--- src/rtl/echo_emu_if.sv ---
// echo_emu_if: trigger/echo, configuration and microsecond strobe signals of the sensor emulator.
// The master modport is the measurement side; the slave modport is the emulator.
interface echo_emu_if;
    logic        pluse_us;
    logic        trig;
    logic [15:0] cfg_width;
    logic        cfg_vld;
    logic        echo;
    logic        busy;
    logic        err_short;

    modport master (
        output pluse_us,
        output trig,
        output cfg_width,
        output cfg_vld,
        input  echo,
        input  busy,
        input  err_short
    );

    modport slave (
        input  pluse_us,
        input  trig,
        input  cfg_width,
        input  cfg_vld,
        output echo,
        output busy,
        output err_short
    );
endinterface

--- src/rtl/echo_emu.sv ---
// echo_emu: synthesizable responder model of an ultrasonic ranging sensor (trig in, echo out).
// Build macro ECHO_EMU_JITTER_EN adds 0..3 us of LFSR-driven echo width jitter per frame.
module echo_emu #(
    parameter int unsigned TRIG_MIN_US = 10,
    parameter int unsigned DLY_US      = 200,
    parameter int unsigned TIMEOUT_US  = 38000,
    parameter int unsigned HOLDOFF_US  = 60000
) (
    input  logic      clk_sys,
    input  logic      rst_n,
    echo_emu_if.slave bus
);

    typedef enum logic [2:0] {
        ST_IDLE    = 3'd0,
        ST_TRIG_HI = 3'd1,
        ST_WAIT    = 3'd2,
        ST_ECHO    = 3'd3,
        ST_HOLDOFF = 3'd4
    } state_t;

    localparam logic [15:0] TRIG_MIN_C  = 16'(TRIG_MIN_US);
    localparam logic [15:0] DLY_LAST_C  = 16'(DLY_US - 1);
    localparam logic [15:0] TIMEOUT_C   = 16'(TIMEOUT_US);
    localparam logic [15:0] HOLD_LAST_C = 16'(HOLDOFF_US - 1);

    state_t      state_r;
    state_t      state_s;
    logic [15:0] cnt_r;
    logic [15:0] cnt_s;
    logic [15:0] cnt_inc_s;
    logic [15:0] width_reg_r;
    logic [15:0] eff_width_r;
    logic [15:0] eff_width_s;
    logic [15:0] src_width_s;
    logic        trig_meta_r;
    logic        trig_sync_r;
    logic        trig_prev_r;
    logic        trig_rise_s;
    logic        trig_fall_s;
    logic        echo_r;
    logic        echo_s;
    logic        busy_r;
    logic        busy_s;
    logic        err_short_r;
    logic        err_short_s;
    logic        echo_entry_s;
    logic [1:0]  jit_s;

    // Two-flop synchronizer for the asynchronous trig pad, plus one stage of edge history
    always_ff @(posedge clk_sys or negedge rst_n) begin
        if (!rst_n) begin
            trig_meta_r <= 1'b0;
            trig_sync_r <= 1'b0;
            trig_prev_r <= 1'b0;
        end else begin
            trig_meta_r <= bus.trig;
            trig_sync_r <= trig_meta_r;
            trig_prev_r <= trig_sync_r;
        end
    end

    assign trig_rise_s  = trig_sync_r & ~trig_prev_r;
    assign trig_fall_s  = ~trig_sync_r & trig_prev_r;
    assign cnt_inc_s    = (cnt_r == 16'hFFFF) ? cnt_r : (cnt_r + 16'd1);
    assign src_width_s  = bus.cfg_vld ? bus.cfg_width : width_reg_r;
    assign echo_entry_s = (state_r == ST_WAIT) && bus.pluse_us && (cnt_r == DLY_LAST_C);

`ifdef ECHO_EMU_JITTER_EN
    logic [15:0] lfsr_r;

    function automatic logic [15:0] lfsr_next(input logic [15:0] v);
        return {v[14:0], v[15] ^ v[13] ^ v[12] ^ v[10]};
    endfunction

    // LFSR steps once per frame; the value held before the step sets this frame's jitter
    always_ff @(posedge clk_sys or negedge rst_n) begin
        if (!rst_n) begin
            lfsr_r <= 16'hACE1;
        end else if (echo_entry_s) begin
            lfsr_r <= lfsr_next(lfsr_r);
        end
    end

    assign jit_s = lfsr_r[1:0];
`else
    assign jit_s = 2'd0;
`endif

    // Clamp a zero or oversize width to the no-object timeout, then add jitter
    always_comb begin
        eff_width_s = TIMEOUT_C;
        if ((src_width_s != 16'd0) && (src_width_s <= TIMEOUT_C)) begin
            eff_width_s = src_width_s;
        end else begin
            eff_width_s = TIMEOUT_C;
        end
        eff_width_s = eff_width_s + {14'd0, jit_s};
    end

    // Configured width and the per-frame shadow copy taken on echo entry
    always_ff @(posedge clk_sys or negedge rst_n) begin
        if (!rst_n) begin
            width_reg_r <= TIMEOUT_C;
            eff_width_r <= TIMEOUT_C;
        end else begin
            width_reg_r <= bus.cfg_vld ? bus.cfg_width : width_reg_r;
            eff_width_r <= echo_entry_s ? eff_width_s : eff_width_r;
        end
    end

    // FSM and output registers
    always_ff @(posedge clk_sys or negedge rst_n) begin
        if (!rst_n) begin
            state_r     <= ST_IDLE;
            cnt_r       <= 16'd0;
            echo_r      <= 1'b0;
            busy_r      <= 1'b0;
            err_short_r <= 1'b0;
        end else begin
            state_r     <= state_s;
            cnt_r       <= cnt_s;
            echo_r      <= echo_s;
            busy_r      <= busy_s;
            err_short_r <= err_short_s;
        end
    end

    // Next-state logic; counters only advance on microsecond strobes
    always_comb begin
        state_s     = state_r;
        cnt_s       = cnt_r;
        echo_s      = echo_r;
        busy_s      = busy_r;
        err_short_s = 1'b0;
        case (state_r)
            ST_IDLE: begin
                if (trig_rise_s) begin
                    state_s = ST_TRIG_HI;
                    cnt_s   = 16'd0;
                    busy_s  = 1'b1;
                end else begin
                    state_s = ST_IDLE;
                end
            end
            ST_TRIG_HI: begin
                if (trig_fall_s) begin
                    cnt_s = 16'd0;
                    if (cnt_r >= TRIG_MIN_C) begin
                        state_s = ST_WAIT;
                    end else begin
                        state_s     = ST_IDLE;
                        err_short_s = 1'b1;
                        busy_s      = 1'b0;
                    end
                end else if (trig_sync_r && bus.pluse_us) begin
                    cnt_s = cnt_inc_s;
                end else begin
                    cnt_s = cnt_r;
                end
            end
            ST_WAIT: begin
                if (echo_entry_s) begin
                    state_s = ST_ECHO;
                    cnt_s   = 16'd0;
                    echo_s  = 1'b1;
                end else if (bus.pluse_us) begin
                    cnt_s = cnt_inc_s;
                end else begin
                    cnt_s = cnt_r;
                end
            end
            ST_ECHO: begin
                if (bus.pluse_us && (cnt_r == (eff_width_r - 16'd1))) begin
                    state_s = ST_HOLDOFF;
                    cnt_s   = 16'd0;
                    echo_s  = 1'b0;
                end else if (bus.pluse_us) begin
                    cnt_s = cnt_inc_s;
                end else begin
                    cnt_s = cnt_r;
                end
            end
            ST_HOLDOFF: begin
                if (bus.pluse_us && (cnt_r == HOLD_LAST_C)) begin
                    state_s = ST_IDLE;
                    cnt_s   = 16'd0;
                    busy_s  = 1'b0;
                end else if (bus.pluse_us) begin
                    cnt_s = cnt_inc_s;
                end else begin
                    cnt_s = cnt_r;
                end
            end
            default: begin
                state_s = ST_IDLE;
                cnt_s   = 16'd0;
                echo_s  = 1'b0;
                busy_s  = 1'b0;
            end
        endcase
    end

    assign bus.echo      = echo_r;
    assign bus.busy      = busy_r;
    assign bus.err_short = err_short_r;

endmodule
--- src/flat_wrapper.sv ---
// flat-port wrapper written by rule: the top's interface ports become plain ports
module echo_emu_flat 
#(
    parameter int unsigned TRIG_MIN_US = 10,
    parameter int unsigned DLY_US      = 200,
    parameter int unsigned TIMEOUT_US  = 38000,
    parameter int unsigned HOLDOFF_US  = 60000
)
  (clk_sys, rst_n, bus_pluse_us, bus_trig, bus_cfg_width, bus_cfg_vld, bus_echo, bus_busy, bus_err_short);
  echo_emu_if bus_i ();
  input  logic clk_sys;
  input  logic rst_n;
  input wire logic [$bits(bus_i.pluse_us)-1:0] bus_pluse_us;
  input wire logic [$bits(bus_i.trig)-1:0] bus_trig;
  input wire logic [$bits(bus_i.cfg_width)-1:0] bus_cfg_width;
  input wire logic [$bits(bus_i.cfg_vld)-1:0] bus_cfg_vld;
  output wire logic [$bits(bus_i.echo)-1:0] bus_echo;
  output wire logic [$bits(bus_i.busy)-1:0] bus_busy;
  output wire logic [$bits(bus_i.err_short)-1:0] bus_err_short;
  assign bus_i.pluse_us = bus_pluse_us;
  assign bus_i.trig = bus_trig;
  assign bus_i.cfg_width = bus_cfg_width;
  assign bus_i.cfg_vld = bus_cfg_vld;
  assign bus_echo = bus_i.echo;
  assign bus_busy = bus_i.busy;
  assign bus_err_short = bus_i.err_short;
  echo_emu #(.TRIG_MIN_US(TRIG_MIN_US), .DLY_US(DLY_US), .TIMEOUT_US(TIMEOUT_US), .HOLDOFF_US(HOLDOFF_US)) u_core (.clk_sys(clk_sys), .rst_n(rst_n), .bus(bus_i));
endmodule
--- config.mk ---
export PLATFORM = sky130hd
export DESIGN_NAME = echo_emu_flat
export DESIGN_NICKNAME = d
export VERILOG_FILES = /design/src/rtl/echo_emu_if.sv /design/src/rtl/echo_emu.sv /design/src/flat_wrapper.sv
export SDC_FILE = /design/constraint.sdc
export NUM_CORES = 1
export LEC_CHECK = 0
export ABC_AREA = 0
export CORE_UTILIZATION = 59
export CTS_CLUSTER_SIZE = 25
export DETAILED_ROUTE_END_ITERATION = 7
export MAX_ROUTING_LAYER = met4
export PLACE_DENSITY_LB_ADDON = 0.3
export SETUP_SLACK_MARGIN = 0.1
export SLEW_MARGIN = 20
export SYNTH_ARGS = -nofsm -noshare
export SYNTH_HDL_FRONTEND = slang
export SYNTH_SLANG_ARGS = --single-unit
--- constraint.sdc ---
create_clock -name clk_sys -period 3.63 [get_ports clk_sys]
set_input_delay 0.363 -clock clk_sys [delete_from_list [all_inputs] [get_ports clk_sys]]
set_output_delay 0.363 -clock clk_sys [all_outputs]
set_load 0.03 [all_outputs]
==> results of run 1 <==
## cell type report
type | instances | area, µm² | share of cell area
clock inverter | 5 | 80.1 | 0.0199
clock buffer | 11 | 131 | 0.0327
multi-input combinational | 299 | 1890 | 0.469
tap | 72 | 90.1 | 0.0224
inverter | 27 | 101 | 0.0252
timing repair buffer | 31 | 288 | 0.0716
sequential | 57 | 1440 | 0.359
## placed cells by master, fill, tap and decap left out, types with 3 or more instances in the layout
cell	n
and2_1	3
ha_1	3
nor2_1	38
and3_1	6
inv_1	27
a41oi_1	4
a21o_1	5
nand4b_1	3
clkdlybuf4s50_1	22
nor3_1	9
xnor2_1	8
nor4_1	10
nand2b_1	8
nor2b_1	4
a21oi_1	26
nand3_1	18
dfstp_2	12
o211ai_1	5
o21ai_0	25
xor2_1	7
dfrtp_1	45
or4_1	6
nand2_1	38
o31a_1	3
buf_4	7
o22ai_1	3
mux2i_1	19
nand4_1	6
nor4b_1	3
clkbuf_8	9
## worst max-delay path, stage by stage, from the launching register on
cell and delay, ns:
dfrtp_1 0.44, inv_1 0.09, ha_1 0.22, nor4b_1 0.33, buf_4 0.21, nand2_1 0.07
o311ai_0 0.54, nor2_1 0.16, nor4_2 0.45, o211ai_4 0.28, a21o_1 0.23, a32o_1 0.20
## metal layers
layer | up-vias | track usage | share of wire
met5 | - | - | 0
met4 | 0 | 0.153 | 0.021
met3 | 22 | 0.0448 | 0.078
met2 | 178 | 0.501 | 0.48
met1 | 1575 | 0.416 | 0.42
li1 | 1494 | - | -
## final timing paths
| kind | endpoint | from | slack [ns] | depth (start not counted) |
|---|---|---|---|---|
| worst min register to register | u_core.trig_sync_r | u_core.trig_meta_r | 0.35 | 0 |
| worst min-delay path | u_core.trig_sync_r | u_core.trig_meta_r | 0.35 | 0 |
| max in group asynchronous | u_core.eff_width_r[10] | rst_n | 2.23 | 3 |
| worst max-delay path | u_core.cnt_r[11] | u_core.eff_width_r[0] | 0.30 | 11 |
| worst max register to register | u_core.cnt_r[11] | u_core.eff_width_r[0] | 0.30 | 11 |
| min in group asynchronous | u_core.width_reg_r[3] | rst_n | 0.52 | 2 |
## metrics by stage
step | power [W] | hold slack, ns
2_1_floorplan | 0.000959 | 0.0674
3_3_place_gp | 0.00104 | 0.333
3_5_place_dp | 0.00105 | 0.335
4_1_cts | 0.00169 | 0.350
5_1_grt | 0.00176 | 0.369
6_report | 0.00169 | 0.349
## cells by family (layout without fill, tap and decap cells)
kind of cell,count (synthesis),count (layout),synth area share
AO/OA/AOI/OAI,100,100,0.194
XOR/XNOR,15,15,0.0372
adder cells (fa/ha/maj),3,3,0.0106
buffers and inverters,53,74,0.0596
flip-flops,57,57,0.409
multiplexers,20,20,0.0571
AND/OR/NAND/NOR,161,161,0.233
## registers in the layout, indices dropped and copies added, names as in the netlist
signal,flops
u_core.width_reg_r,16
u_core.bus.busy,1
u_core.cnt_r,16
u_core.bus.err_short,1
u_core.trig_meta_r,1
u_core.eff_width_r,16
u_core.trig_sync_r,1
u_core.trig_prev_r,1
u_core.bus.echo,1
u_core.state_r,3
## where the power goes
part / total, W / internal (W) / leakage [nW] / switching, W
registers: 0.000779 / 0.000691 / 0.698 / 0.0000884
clock network: 0.000650 / 0.000385 / 0.0995 / 0.000265
logic: 0.000265 / 0.000125 / 0.945 / 0.000140
## repair_timing
item	CTS	global route
hold endpoints to repair	9	0
gates resized for setup	0	1
hold buffers	1	0
setup endpoints to repair	0	11
==> results.ini, run 1 <==
[route]
ant_nets = 0
drtIter0Drc = 426
vias_per_cell = 6.51
vias = 3269
first_pass_iters = 6
drt-total-wl_um = 8970
drc = 0
routedWlPerCell_um = 17.9

[global_route]
grt_pass1_wl_um = 15000
grt_usage = 0.322
antenna_found_initial = 0
grt_max_degree = 38
grt_overflow_total = 0
grt_pass1_vias = 3219

[worst_setup_path]
end_kind = flop
worst-setup-path-type = reg -> reg
crit_required_ns = 3.86
worstPathArrival_ns = 3.56
path_max_fanout = 21
crit_path_start_kind = flop

[floorplan]
io_pins = 24
die_h_um = 79.3
start_util = 0.625
rows = 27
core_mm2 = 0.00564
die-area_mm2 = 0.00629
die_w_um = 79.3

[sta]
worst_pin_slew_ns = 0.759
setup_ws_ns = 0.303
relSlewSlack = 0.489
finalCritPeriodShare = 0.917
fmax_mhz = 301
rsz0062_at_grt = no
finalSetupTns_ns = 0
finalMaxSlewViolations = 0
skew_ns = 0.00645
min_period_ns = 3.33
setup_viol = 0
hold_viol = 0

[layout]
layoutNonFillerInstCount = 502
antennaDiodeCount = 0
final_area_mm2 = 0.00402
final_nets = 449
n_fill_cell = 441
area_delta_synth_final_pct = 13.9
fin_util = 0.712
final_layout_size_suffix_gt1_frac = 0.0953

[logic_synthesis]
ys_seq_elements = 57
ys.flop_type = dfrtp_1
synth_top_area_cell = dfrtp_1
synthMostInstantiatedCell = dfrtp_1
yosys.cell_types.count = 60
async_flop_share = 1.00
ys_warn_count = 0
syn_inst = 409
synthTopCellsByArea = dfrtp_1 32%, dfstp_2 8.9%, mux2i_1 5.4%
yosys-top-cells-count = 45 x dfrtp_1, 38 x nand2_1, 38 x nor2_1
synth_edf_count = 0
seq_area_frac_synth = 0.409
synth_top_area_frac = 0.319
synth_area_mm2 = 0.00353
syn_avg_cell_area_um2 = 8.63
syn_nets = 433

[power]
powerDensity_mw_per_mm2 = 422
p_leak_nw = 1.74
max-vdd-ir-drop_uv = 314

[place]
io_buffers = 23
dpl_cell_area_mm2 = 0.00379
dp_hpwl_um = 6380
pre_cts_slack_ns = 0.246
dp.cells = 485
place.gp.congestion = 0.945

[clock_tree]
cts_made_buffers = 9
cts_root_buffer = clkbuf_8
cts_buffer_depth = 2
cts.htree.levels = 3
cts.sinks = 57
clock_latency_ns = 0.35
cts_tree = built
postCtsSetupBuffers = 0
clk_pin_slew_ns = 0.07

[hold_path]
worstHoldPathType = reg -> reg

[run]
max-cap-violations = 0

[outcome]
status = finished clean

(Power assumes the default switching activity.)
==> inputs of run 2 (changes only) <==
- ABC_AREA: 0 -> 1
- CORE_UTILIZATION: 59 -> 62
- REMOVE_ABC_BUFFERS: default -> 1
==> run 2 against run 1 <==
Via count is 55% higher. First-iteration DRC count is 25% higher. Non-clock buffer count rose by 1. Die area up 30%. Critical endpoint is now u_core.eff_width_r[13]. Core utilization grew 0.58 points. Highest routed layer unchanged. Hold slack got worse by 0.19 ns. Global-route usage rose by 2.8 points. Setup slack improved by 0.69 ns. Flip-flop and latch count did not move. Clock-buffer cell count fell by 1. Clock power is 6.6% higher.
==> results.ini, run 2 <==
[layout]
layout_common_cells = 228 x nand2_1, 112 x inv_1, 65 x nand3_1
mostFrequentLayoutCell = nand2_1
top_regs = u_core.cnt_r: 16 flops, u_core.eff_width_r: 16 flops, u_core.width_reg_r: 16 flops
antennaDiodeCount = 0  ; unchanged
fin_util = 0.718  ; +0.00582
final_nets = 786  ; +75%
layoutNonFillerInstCount = 866  ; +73%
area_delta_synth_final_pct = 9.90
n_fill_cell = 612  ; +39%
final_layout_size_suffix_gt1_frac = 0.123  ; +0.0272

[logic_synthesis]
synth_area_mm2 = 0.00484  ; +37%
yosys.cell_types.count = 45  ; -25%
synth_top_area_frac = 0.233  ; -0.0865
syn_inst = 749  ; +83%
ys_seq_elements = 57  ; unchanged
synth_top_area_cell = dfrtp_1
yosys-top-cells-count = 228 x nand2_1, 112 x inv_1, 65 x nand3_1
synthMostInstantiatedCell = nand2_1
syn_avg_cell_area_um2 = 6.46  ; -25%
seq_area_frac_synth = 0.298  ; -0.111
ys.flop_type = dfrtp_1
synth_edf_count = 0  ; unchanged
synthTopCellsByArea = dfrtp_1 23%, nand2_1 18%, inv_1 8.7%
ys_warn_count = 0  ; unchanged
async_flop_share = 1.00  ; unchanged

[route]
first_pass_iters = 6  ; unchanged
drtIter0Drc = 531  ; +25%
drt-total-wl_um = 13300  ; +49%
vias = 5081  ; +55%
route.met3.wl_um = 1250  ; +78%
highest_layer = met4
wl_met2_um = 6030  ; +41%
ant_nets = 0  ; unchanged
m1WireLength_um = 5770  ; +52%
vias_per_cell = 5.87  ; -9.9%
routedWlPerCell_um = 15.4  ; -14%
drc = 0  ; unchanged

[place]
dp_hpwl_um = 9550  ; +50%
place.gp.congestion = 0.996  ; +5.4%
dp.cells = 850  ; +75%
pre_cts_slack_ns = 0.671  ; +0.425 ns
io_buffers = 23  ; unchanged

[worst_setup_path]
crit_path_start_kind = primary input
end_kind = flop
worstPathArrival_ns = 2.86  ; -0.70 ns
cpLargestDelayFamily = buffers and inverters
crit_buf_inv = 1  ; -1
slowest_stage = clkdlybuf4s50_1
cpPeakStageDelay_ns = 1.06  ; +0.52 ns
crit_required_ns = 3.85  ; about the same
path_max_fanout = 30  ; +43%
worst-setup-path-type = in -> reg
worstPathCellList = clkdlybuf4s50_1 > o21ai_1 > nor2_1 > nand3_1 > nor4_2 > o21ai_0 > nand2_1 > nand2_1 > nand2_2 > o21ai_0

[sta]
fmax_mhz = 378  ; +26%
min_period_ns = 2.64  ; -0.685 ns
setup_ws_ns = 0.988  ; +0.685 ns
skew_ns = 0.00941  ; +0.00297 ns
hold-worst-slack_ns = 0.158  ; -0.191 ns
finalSetupTns_ns = 0  ; unchanged
rsz0062_at_grt = no
finalMaxSlewViolations = 0  ; unchanged
finalCritPeriodShare = 0.728  ; -0.189
relSlewSlack = 0.375  ; -0.114
worst_pin_slew_ns = 0.938  ; +0.178 ns
hold_viol = 0  ; unchanged
setup_viol = 0  ; unchanged

[power]
p_leak_nw = 2.79  ; +60%
max-vdd-ir-drop_uv = 293  ; -6.8%
powerDensity_mw_per_mm2 = 354  ; -16%

[global_route]
grt_usage = 0.350  ; +0.0278
grt_pass1_vias = 4789  ; +49%
grt_max_degree = 41  ; +7.9%
antenna_found_initial = 0  ; unchanged
grt_overflow_total = 0  ; unchanged
grt_pass1_wl_um = 22300  ; +49%

[floorplan]
die_h_um = 90.4  ; +14%
die-area_mm2 = 0.00816  ; +30%
start_util = 0.653  ; +0.0279
die_w_um = 90.4  ; +14%
core_mm2 = 0.00741  ; +31%
rows = 31  ; +15%
io_pins = 24  ; unchanged

[clock_tree]
postCtsSetupBuffers = 0  ; unchanged
cts_root_buffer = clkbuf_8
cts_buffer_depth = 2  ; unchanged
post_cts_resized = 0  ; unchanged
clock_latency_ns = 0.34  ; about the same
ctsHoldBuffers = 0  ; -1
clk_pin_slew_ns = 0.08  ; about the same
cts.sinks = 57  ; unchanged
cts_tree = built
cts.htree.levels = 3  ; unchanged
cts_made_buffers = 9  ; unchanged

[hold_path]
worstHoldPathType = in -> async

[outcome]
status = finished clean

[run]
max-cap-violations = 0  ; unchanged

[run 2: routing by layer]
metal	track usage	vias up
met5	-	-
met4	0.136	0
met3	0.0513	37
met2	0.538	281
met1	0.467	2356
li1	-	2407
[run 2: per-stage QoR]
stage	power, W	instance area [µm²]
after floorplan	0.00102	4680
after global routing	0.00197	5320
after global placement	0.00117	5100
final	0.00188	5320
after detailed placement	0.00119	5100
after CTS	0.00187	5320
[run 2: path summary, 6_finish.rpt]
path / from / to / slack [ns] / cells past startpoint
min in group clk_sys: u_core.trig_meta_r / u_core.trig_sync_r / 0.36 / 0
worst min-delay path: rst_n / u_core.cnt_r[10] / 0.16 / 1
worst max register to register: u_core.cnt_r[1] / u_core.cnt_r[0] / 1.07 / 15
worst max-delay path: bus_cfg_vld / u_core.eff_width_r[13] / 0.99 / 10
max in group asynchronous: rst_n / u_core.eff_width_r[4] / 2.60 / 2
worst min register to register: u_core.trig_meta_r / u_core.trig_sync_r / 0.36 / 0
[run 2: cells by family (layout without fill, tap and decap cells)]
| family | after synthesis | in the layout | synth area share |
|---|---|---|---|
| XOR/XNOR | 20 | 20 | 0.0362 |
| buffers and inverters | 147 | 165 | 0.123 |
| AND/OR/NAND/NOR | 444 | 444 | 0.445 |
| AO/OA/AOI/OAI | 76 | 76 | 0.0851 |
| multiplexers | 2 | 2 | 0.00465 |
| flip-flops | 57 | 57 | 0.298 |
| adder cells (fa/ha/maj) | 3 | 3 | 0.00776 |
[run 2: worst reg2reg max path, stage by stage (launching register included)]
cell and delay, ns:
dfrtp_1 0.56, ha_1 0.29, nand2_2 0.09, inv_2 0.09, nand2_2 0.10, nor3_4 0.19
nand3_2 0.36, nand2_1 0.20, nand2_1 0.08, a21oi_2 0.17, nand3_1 0.09, nand2_1 0.08
inv_1 0.04, nand3_1 0.06, nand2_1 0.05, nand2_1 0.05
[run 2: layout make-up]
cell class / count / area [µm²] / share of cell area
clock buffer: 10 / 128 / 0.0240
clock inverter: 6 / 92.6 / 0.0174
inverter: 117 / 439 / 0.0826
multi-input combinational: 545 / 2800 / 0.527
sequential: 57 / 1440 / 0.271
tap: 99 / 124 / 0.0233
timing repair buffer: 32 / 293 / 0.0550
[run 2: report_power, final]
group	internal, W	switching [W]
combinational	0.000146	0.000310
clock	0.000390	0.000303
sequential	0.000682	0.0000511
==> inputs of run 3 (changes only) <==
- clock period: 3.63 -> 2.8 ns (I/O delays scaled with it)
==> run 3 against run 2 <==
Register-to-register slack lost 0.71 ns. Highest routed layer unchanged. Sequential share of layout area shrank 0.15 points. Critical path depth grew 3. Clock-buffer cell count shrank 1. Flip-flop and latch count is the same. Via count shrank 3.4%. First-iteration DRC count shrank 29%. Largest cell class unchanged. Sequential power grew 27%. Critical path type is now reg -> reg. Largest power group unchanged.
==> results.ini, run 3 (same netlist as run 2, synthesis figures left out) <==
[clock_tree]
cts.htree.levels = 3  ; unchanged
cts.sinks = 57  ; unchanged
clock_latency_ns = 0.35  ; about the same
postCtsSetupBuffers = 0  ; unchanged
ctsHoldBuffers = 1  ; +1
cts_root_buffer = clkbuf_8
clk_pin_slew_ns = 0.08  ; about the same
post_cts_resized = 0  ; unchanged
cts_made_buffers = 9  ; unchanged
cts_buffer_depth = 2  ; unchanged
cts_tree = built

[worst_setup_path]
crit_path_start_kind = flop
crit_required_ns = 3.05  ; -0.80 ns
end_kind = flop
worst-setup-path-type = reg -> reg
worstPathArrival_ns = 2.69  ; -0.17 ns
rrSetupSlack_ns = 0.36  ; -0.71 ns
path_max_fanout = 16  ; -47%

[route]
first_pass_iters = 5  ; -1
routedWlPerCell_um = 15.2  ; -1.2%
vias_per_cell = 5.63  ; -4.0%
ant_nets = 0  ; unchanged
drc = 0  ; unchanged
drtIter0Drc = 378  ; -29%
vias = 4907  ; -3.4%
drt-total-wl_um = 13300  ; -0.67%

[global_route]
grt_pass1_wl_um = 22700  ; +1.8%
grt_max_degree = 31  ; -24%
antenna_found_initial = 0  ; unchanged
grt_overflow_total = 0  ; unchanged
grt_usage = 0.356  ; +0.00638
grt_pass1_vias = 4758  ; -0.65%

[hold_path]
worstHoldPathType = reg -> reg

[sta]
setup_viol = 0  ; unchanged
worst_pin_slew_ns = 0.554  ; -0.384 ns
skew_ns = 0.0142  ; +0.00477 ns
rsz0062_at_grt = no
finalMaxSlewViolations = 0  ; unchanged
hold_viol = 0  ; unchanged
relSlewSlack = 0.628  ; +0.253
fmax_mhz = 410
finalSetupTns_ns = 0  ; unchanged
min_period_ns = 2.44
finalCritPeriodShare = 0.871

[layout]
mostFrequentLayoutCell = nand2_1
final_layout_size_suffix_gt1_frac = 0.128  ; +0.00568
layout_common_cells = 228 x nand2_1, 112 x inv_1, 65 x nand3_1
final_area_mm2 = 0.00535  ; +0.54%
antennaDiodeCount = 0  ; unchanged
top_regs = u_core.cnt_r: 16 flops, u_core.eff_width_r: 16 flops, u_core.width_reg_r: 16 flops
area_delta_synth_final_pct = 10.5
final_nets = 791  ; +0.64%

[power]
p_leak_nw = 2.82  ; +1.0%
powerDensity_mw_per_mm2 = 450  ; +27%
max-vdd-ir-drop_uv = 389  ; +33%

[floorplan]
die-area_mm2 = 0.00816  ; unchanged
die_w_um = 90.4  ; unchanged
rows = 31  ; unchanged
start_util = 0.653  ; unchanged
io_pins = 24  ; unchanged
die_h_um = 90.4  ; unchanged
core_mm2 = 0.00741  ; unchanged

[run]
max-cap-violations = 0  ; unchanged

[outcome]
status = finished clean

[place]
io_buffers = 23  ; unchanged
dpl_cell_area_mm2 = 0.00513  ; +0.59%
place.gp.congestion = 0.981  ; -1.5%
dp_hpwl_um = 9750  ; +2.0%

run 3: worst max-delay path: stages (launching register included):
cell,delay (ns)
dfrtp_1,0.40
inv_1,0.16
ha_1,0.30
nand2_2,0.13
nand2_1,0.11
nand2_1,0.06
nand2_1,0.14
nand3_1,0.11
nor3_2,0.26
nand3_4,0.29
nand3_1,0.18
nand3_1,0.08
nand2_1,0.06
nand2_1,0.04
run 3: stage by stage:
stage          setup WS, ns   util  total power (W)  instances  hold WS (ns)
5_1_grt               0.149  0.722          0.00252        871         0.373
2_1_floorplan         0.422      -          0.00132        719       -0.0156
3_5_place_dp          0.329  0.692          0.00156        854         0.307
6_report              0.362  0.722          0.00241        871         0.366
4_1_cts               0.396  0.722          0.00241        871         0.370
3_3_place_gp          0.362  0.692          0.00154        854         0.296
run 3: metal layers:
| layer | share of wire | global-route usage | wire length, µm | vias up |
|---|---|---|---|---|
| met5 | 0 | - | 0 | - |
| met4 | 0.020 | 0.124 | 259 | 0 |
| met3 | 0.066 | 0.0539 | 874 | 25 |
| met2 | 0.45 | 0.555 | 5970 | 196 |
| met1 | 0.46 | 0.473 | 6160 | 2263 |
| li1 | - | - | - | 2423 |
run 3: final cells by class:
cell class                 instances  area (µm²)
timing repair buffer              37         333
multi-input combinational        545        2800
clock inverter                     7        85.1
fill                             655        2060
clock buffer                       9         124
sequential                        57        1440
inverter                         117         439
tap                               99         124
run 3: path summary, 6_finish.rpt:
kind,depth (start not counted),startpoint,end
worst max-delay path,13,u_core.eff_width_r[0],u_core.cnt_r[4]
worst max register to register,13,u_core.eff_width_r[0],u_core.cnt_r[4]
worst min register to register,0,u_core.trig_meta_r,u_core.trig_sync_r
max in group asynchronous,3,rst_n,u_core.width_reg_r[10]
worst min-delay path,0,u_core.trig_meta_r,u_core.trig_sync_r
min in group asynchronous,2,rst_n,u_core.width_reg_r[13]
run 3: report_power, final:
group | leakage [nW] | switching [W] | total (W) | internal, W
logic | 2.02 | 0.000425 | 0.000629 | 0.000204
registers | 0.695 | 0.0000464 | 0.000930 | 0.000884
clock network | 0.107 | 0.000419 | 0.000848 | 0.000429
total | 2.82 | 0.000890 | 0.00241 | 0.00152
